==> config.mk <==
export PLATFORM = sky130hd
export DESIGN_NAME = sync_fifo
export DESIGN_NICKNAME = d
export VERILOG_FILES = /design/src/rtl/sync_fifo_pkg.sv /design/src/rtl/fifo_ram.sv /design/src/rtl/sync_fifo.sv
export SDC_FILE = /design/constraint.sdc
export NUM_CORES = 2
export LEC_CHECK = 0
export CORE_ASPECT_RATIO = 0.8
export CORE_MARGIN = 1
export CORE_UTILIZATION = 50
export DETAILED_ROUTE_END_ITERATION = 7
export PLACE_DENSITY = 0.73
export SYNTH_ARGS = -nofsm -noshare
export SYNTH_HDL_FRONTEND = slang
export SYNTH_MEMORY_MAX_BITS = 65536
export SYNTH_SLANG_ARGS = --single-unit
==> constraint.sdc <==
create_clock -name clk -period 4.7 [get_ports clk]
set_clock_uncertainty 0.2 [all_clocks]
set_input_delay 0.705 -clock clk [delete_from_list [all_inputs] [get_ports clk]]
set_output_delay 0.705 -clock clk [all_outputs]
set_load 0.005 [all_outputs]
==> src/rtl/sync_fifo_pkg.sv <==
// sync_fifo_pkg: shared definitions for the sync_fifo block.
//   count_width()  - width of the occupancy counter, clog2(DEPTH)+1 so DEPTH itself fits.
//   is_pow2()      - power-of-two test used by the parameter checks.
//   params_legal() - full legality check of the FIFO parameter set; evaluated at elaboration.
//   read_mode_e    - standard vs first-word-fall-through read behaviour.
package sync_fifo_pkg;

    typedef enum logic {
        ReadStd,
        ReadFwft
    } read_mode_e;

    function automatic int unsigned count_width(input int unsigned depth);
        return $clog2(depth) + 1;
    endfunction

    function automatic bit is_pow2(input int unsigned value);
        return (value != 0) && ((value & (value - 1)) == 0);
    endfunction

    function automatic bit params_legal(input int unsigned width,
                                        input int unsigned depth,
                                        input int unsigned fwft,
                                        input int unsigned af_offset,
                                        input int unsigned ae_offset);
        return (width >= 1) && (width <= 72) &&
               is_pow2(depth) && (depth >= 4) &&
               (fwft <= 1) &&
               (af_offset >= 1) && (af_offset <= depth - 1) &&
               (ae_offset >= 1) && (ae_offset <= depth - 1);
    endfunction

endpackage

==> src/rtl/fifo_ram.sv <==
// fifo_ram: simple dual-port RAM, one write port and one synchronous read port with read enable.
// The storage array has no reset so it infers as block RAM / SRAM; only the read-data register
// is cleared so the FIFO output comes up at zero.
//   clk   - clock
//   rst   - synchronous active-high reset of the read-data register only
//   we    - write enable; wdata is stored at waddr
//   re    - read enable; rdata loads mem[raddr] on the edge, otherwise holds
//   rdata - registered read data
module fifo_ram #(
    parameter int unsigned WIDTH = 9,
    parameter int unsigned DEPTH = 512,
    localparam int unsigned AW = $clog2(DEPTH)
) (
    input  logic             clk,
    input  logic             rst,
    input  logic             we,
    input  logic [AW-1:0]    waddr,
    input  logic [WIDTH-1:0] wdata,
    input  logic             re,
    input  logic [AW-1:0]    raddr,
    output logic [WIDTH-1:0] rdata
);

    logic [WIDTH-1:0] mem [DEPTH];
    logic [WIDTH-1:0] rdata_q;

    always_ff @(posedge clk) begin
        if (we) begin
            mem[waddr] <= wdata;
        end
    end

    always_ff @(posedge clk) begin
        if (rst) begin
            rdata_q <= '0;
        end else if (re) begin
            rdata_q <= mem[raddr];
        end
    end

    assign rdata = rdata_q;

endmodule

==> src/rtl/sync_fifo.sv <==
// sync_fifo: single-clock FIFO with standard or first-word-fall-through read mode.
//   clk, rst          - clock and synchronous active-high reset
//   din, wr_en        - write data / request (accepted when !full)
//   rd_en             - read request; in FWFT mode, pop of the word shown on dout
//   dout              - read data
//   full, empty       - count == DEPTH / no word readable
//   almostfull        - count >= DEPTH - AF_OFFSET
//   almostempty       - count <= AE_OFFSET
//   count             - words held, including the FWFT output stage
//   wrerr, rderr      - one-cycle pulses after a write while full / read while empty
// All flags are registered and computed from next-state count so they change on the same edge
// as the operation that causes them.
module sync_fifo
    import sync_fifo_pkg::*;
#(
    parameter int unsigned WIDTH     = 9,
    parameter int unsigned DEPTH     = 512,
    parameter int unsigned FWFT      = 0,
    parameter int unsigned AF_OFFSET = 128,
    parameter int unsigned AE_OFFSET = 128,
    localparam int unsigned CW = count_width(DEPTH)
) (
    input  logic             clk,
    input  logic             rst,
    input  logic [WIDTH-1:0] din,
    input  logic             wr_en,
    input  logic             rd_en,
    output logic [WIDTH-1:0] dout,
    output logic             full,
    output logic             empty,
    output logic             almostfull,
    output logic             almostempty,
    output logic [CW-1:0]    count,
    output logic             wrerr,
    output logic             rderr
);

    localparam int unsigned AW        = $clog2(DEPTH);
    localparam logic [CW-1:0] CountFull = CW'(DEPTH);
    localparam logic [CW-1:0] AfLevel   = CW'(DEPTH - AF_OFFSET);
    localparam logic [CW-1:0] AeLevel   = CW'(AE_OFFSET);
    localparam read_mode_e    Mode      = (FWFT != 0) ? ReadFwft : ReadStd;
    localparam bit            Fwft      = (Mode == ReadFwft);

    if (!params_legal(WIDTH, DEPTH, FWFT, AF_OFFSET, AE_OFFSET)) begin : g_bad_params
        $error("sync_fifo: illegal parameter set");
    end

    logic [AW-1:0]    wr_ptr_q, rd_ptr_q;
    logic [CW-1:0]    count_q, count_d;
    logic             full_q, empty_q, af_q, ae_q, wrerr_q, rderr_q;
    logic             ov_q, ov_d;        // FWFT output stage holds a valid word
    logic             sel_q;             // dout sourced from bypass register instead of RAM
    logic [WIDTH-1:0] byp_q;
    logic [WIDTH-1:0] ram_rdata;

    logic             wr_acc, rd_acc;
    logic             ram_re, bypass, ram_has;
    logic [CW-1:0]    ram_words;
    logic             empty_d;

    // Acceptance uses the registered (pre-edge) flags: no bypass of full/empty.
    assign wr_acc = wr_en && !full_q && !rst;
    assign rd_acc = rd_en && !empty_q && !rst;

    // Words still in RAM, i.e. not yet moved into the FWFT output stage.
    assign ram_words = count_q - CW'(ov_q);
    assign ram_has   = (ram_words != '0);

    // FWFT prefetches whenever the output stage is empty or being popped. When a pop and a
    // write coincide with nothing left in RAM, the written word goes straight to the output
    // stage so a single-word FIFO still sustains one read and one write per cycle.
    assign ram_re = Fwft ? (!rst && ram_has && (!ov_q || rd_acc)) : rd_acc;
    assign bypass = Fwft && rd_acc && wr_acc && !ram_has;

    always_comb begin
        ov_d = ov_q;
        if (!Fwft) begin
            ov_d = 1'b0;
        end else if (ram_re || bypass) begin
            ov_d = 1'b1;
        end else if (rd_acc) begin
            ov_d = 1'b0;
        end
    end

    always_comb begin
        count_d = count_q;
        case ({wr_acc, rd_acc})
            2'b10:   count_d = count_q + CW'(1);
            2'b01:   count_d = count_q - CW'(1);
            default: count_d = count_q;
        endcase
    end

    assign empty_d = Fwft ? !ov_d : (count_d == '0);

    always_ff @(posedge clk) begin
        if (rst) begin
            wr_ptr_q <= '0;
            rd_ptr_q <= '0;
            count_q  <= '0;
            full_q   <= 1'b0;
            empty_q  <= 1'b1;
            af_q     <= 1'b0;
            ae_q     <= 1'b1;
            wrerr_q  <= 1'b0;
            rderr_q  <= 1'b0;
            ov_q     <= 1'b0;
            sel_q    <= 1'b0;
            byp_q    <= '0;
        end else begin
            if (wr_acc) begin
                wr_ptr_q <= wr_ptr_q + AW'(1);
            end
            // A bypass consumes the RAM slot that was written in the same cycle.
            if (ram_re || bypass) begin
                rd_ptr_q <= rd_ptr_q + AW'(1);
            end
            count_q <= count_d;
            full_q  <= (count_d == CountFull);
            empty_q <= empty_d;
            af_q    <= (count_d >= AfLevel);
            ae_q    <= (count_d <= AeLevel);
            wrerr_q <= wr_en && full_q;
            rderr_q <= rd_en && empty_q;
            ov_q    <= ov_d;
            if (bypass) begin
                byp_q <= din;
                sel_q <= 1'b1;
            end else if (ram_re) begin
                sel_q <= 1'b0;
            end
        end
    end

    fifo_ram #(
        .WIDTH (WIDTH),
        .DEPTH (DEPTH)
    ) u_ram (
        .clk   (clk),
        .rst   (rst),
        .we    (wr_acc),
        .waddr (wr_ptr_q),
        .wdata (din),
        .re    (ram_re),
        .raddr (rd_ptr_q),
        .rdata (ram_rdata)
    );

    assign dout        = sel_q ? byp_q : ram_rdata;
    assign full        = full_q;
    assign empty       = empty_q;
    assign almostfull  = af_q;
    assign almostempty = ae_q;
    assign count       = count_q;
    assign wrerr       = wrerr_q;
    assign rderr       = rderr_q;

endmodule
==> metrics.txt <==
status=finished, violations left; failing checks=capacitance limit, slew limit, setup timing; Clock Path Buffers=4; worst slew pin tran=1.62 ns; worst-path maximum fanout=44; Initial DRC Count=17.8k; PD cells=407 mW/mm2; Synth area leader=edfxtp_1; VDD IR max=0.372 mV; Min Clock Period, post-route=4.85 ns; synthesis-to-layout area growth=13.7%; Critical Path Sink Type=register; worst r2r dst=u_ram.rdata[3]; Final Power=83600 uW; Post-DP HPWL=327 mm; H-Tree Depth=5; Critical Path Start Type=register; Avg Cell Area, Syn=21.3 um2; antenna-violating nets left=0; Final Hold Fails=0; HP Class=in -> reg; Req. time, crit path=5.36 ns; initial antenna violation count=38; CP delay by family, top=compound AO/OA/AOI/OAI gates; flops & latches, synth=4651; worst skew pair latency=0.96 ns; Slew HR=-0.0827; die area=0.364 mm2; EDFF count, synth=4608; ratio of cells with drive above 1 in the final layout=0.272; post-synth cell types=83; pin count of the biggest net entering global routing=148; Critical Path Sink=u_ram.rdata[3]; commonest non-fill, non-tap cells in the layout=edfxtp_1 (4608), mux4_2 (1056), buf_4 (707); count of pins over their slew limit=3; global route overflow=0; routability-driven placement congestion ratio=0.952; TritonCTS clock tree=built; Synth Net Count=8506; CP arrival=5.51 ns; Die Ht=540 um; final setup fails=3; Storage cell area=0.139 mm2; Seq/Total Area, Yosys=0.771; aggregate negative setup slack=-0.301 ns; top area cells in the synthesized netlist=edfxtp_1 (77%), mux4_2 (13%), mux2i_1 (2.0%), nor2_1 (1.3%), a22oi_1 (0.67%); commonest non-fill, non-tap cell in the layout=edfxtp_1; PortBufs=37; CP cell instances=buf_4, buf_12, buf_4, mux2i_1, a221oi_2, o21ai_0, a311oi_1, nor3_2, a21oi_1, nor3_2, nor3_1; instance area at placement=0.192 mm2; Setup Buffers After CTS=0; Vias=97.8k; initial core utilization=0.502; Via density=6.79; Critical path buffers and inverters=3; beginning of the critical path=rd_ptr_q[1]; CP max-delay cell=dfxtp_4; r2r setup slk=-0.15 ns; crit path kind=reg -> reg; FILL cells=25.3k; Synth top area share=0.766; first-pass GRT wire length=727 mm; Residual DRC=0; clk sinks=4651; Pleak=0.0628 uW; number of global-route vias before repair=93.6k; root buf cell=clkbuf_16; gr usage total=0.285; prevailing post-synth register cell=edfxtp_1; Synth warnings=0; I/O pins=38; Max Cap Viol=1; Mapped Area=0.181 mm2; layout net count=9250; total CTS buffers=420; final setup margin=-0.148 ns; fin area=0.206 mm2; FF-to-FF path depth=11; r2r startpoint=rd_ptr_q[1]; final period utilization=1.03; max incr delay on CP=0.77 ns; core area=0.360 mm2; # rows=197; RSZ-0062 raised after global routing=false; drt total wl=524 mm; Crit path depth=11; Peak Freq=206 MHz; multi-input logic area=0.0384 mm2; asr flop ratio synth=0; Gate Count Post-Synth=8486; first-pass iteration count of the detailed router=8; CTS clock-pin slew for the worst setup and hold paths=0.06 ns; die width=674 um; drt wl/cell=36.4 um
[report_power, final]
part	switching, uW	leakage (uW)	internal (uW)
clock	15400	0.00667	19200
sequential	58.9	0.0418	45600
combinational	2070	0.0143	1320
[metrics by stage]
| step | setup slack, ns | hold WS [ns] | util | std cells |
|---|---|---|---|---|
| floorplan | 1.14 | 0.266 | - | 8486 |
| global placement | -0.259 | 0.298 | 0.533 | 13600 |
| detailed placement | -0.106 | 0.305 | 0.533 | 13600 |
| CTS | 0.00578 | 0.0311 | 0.571 | 14400 |
| global route | 0.0199 | 0.0507 | 0.571 | 14400 |
| finish | -0.148 | 0.0536 | 0.571 | 14400 |
[state kept, by name, indices dropped and copies added (netlist names)]
name,count
almostempty,1
almostfull,1
count,10
empty,1
full,1
rd_ptr_q,9
rderr,1
u_ram.mem,4608
u_ram.rdata,9
wr_ptr_q,9
wrerr,1
[synth_stat cells (62+ instances only)]
cell type,n
a221oi_1,66
mux4_2,1056
clkbuf_1,198
buf_4,71
nand2_1,132
nor2_1,606
edfxtp_1,4608
a21oi_1,165
buf_2,160
mux2i_1,364
nand3_1,62
a22oi_1,162
o21ai_0,84
o22ai_1,84
[layer usage]
metal | track usage | part of all wire | up-vias
li1 | - | - | 37100
met1 | 0.400 | 0.36 | 50600
met2 | 0.403 | 0.43 | 8693
met3 | 0.108 | 0.16 | 1414
met4 | 0.116 | 0.047 | 34
met5 | 0.00251 | 0.00068 | -
[what timing repair did]
action / CTS / global route
hold buffers: 2 / 0
gates resized for setup: 4 / 8
endpoints found under the hold margin: 45 / 0
setup endpoints to repair: 3 / 6
[cells by family after synthesis]
| logic type | after synthesis | share of synthesized area |
|---|---|---|
| compound gates | 809 | 0.0311 |
| flops | 4651 | 0.771 |
| fa+ha+maj | 7 | 0.000485 |
| xor+xnor | 24 | 0.00116 |
| simple gates | 987 | 0.0235 |
| buf+inv | 555 | 0.0187 |
| mux | 1453 | 0.155 |
[worst min-delay path by stage]
| stage | start | end | slack (ns) | depth (start not counted) |
|---|---|---|---|---|
| 3_5_place_dp | wr_ptr_q[1] | wr_ptr_q[1] | 0.30 | 2 |
| 2_1_floorplan | u_ram.rdata[2] | u_ram.rdata[2] | 0.27 | 1 |
| 3_3_place_gp | wr_ptr_q[1] | wr_ptr_q[1] | 0.30 | 2 |
| 6_report | din[2] | u_ram.mem[207][2] | 0.05 | 1 |
| 5_1_grt | din[3] | u_ram.mem[223][3] | 0.05 | 1 |
| 4_1_cts | din[3] | u_ram.mem[126][3] | 0.03 | 1 |
[cell type report]
cell class | count | area share
Clock buffer | 495 | 0.0534
Antenna cell | 37 | 0.000451
Clock inverter | 279 | 0.0133
Sequential cell | 4651 | 0.678
Tap cell | 4776 | 0.0291
Timing Repair Buffer | 860 | 0.0390
Inverter | 17 | 0.000359
Multi-Input combinational cell | 3280 | 0.187
Power figures use the tool's default switching activity.
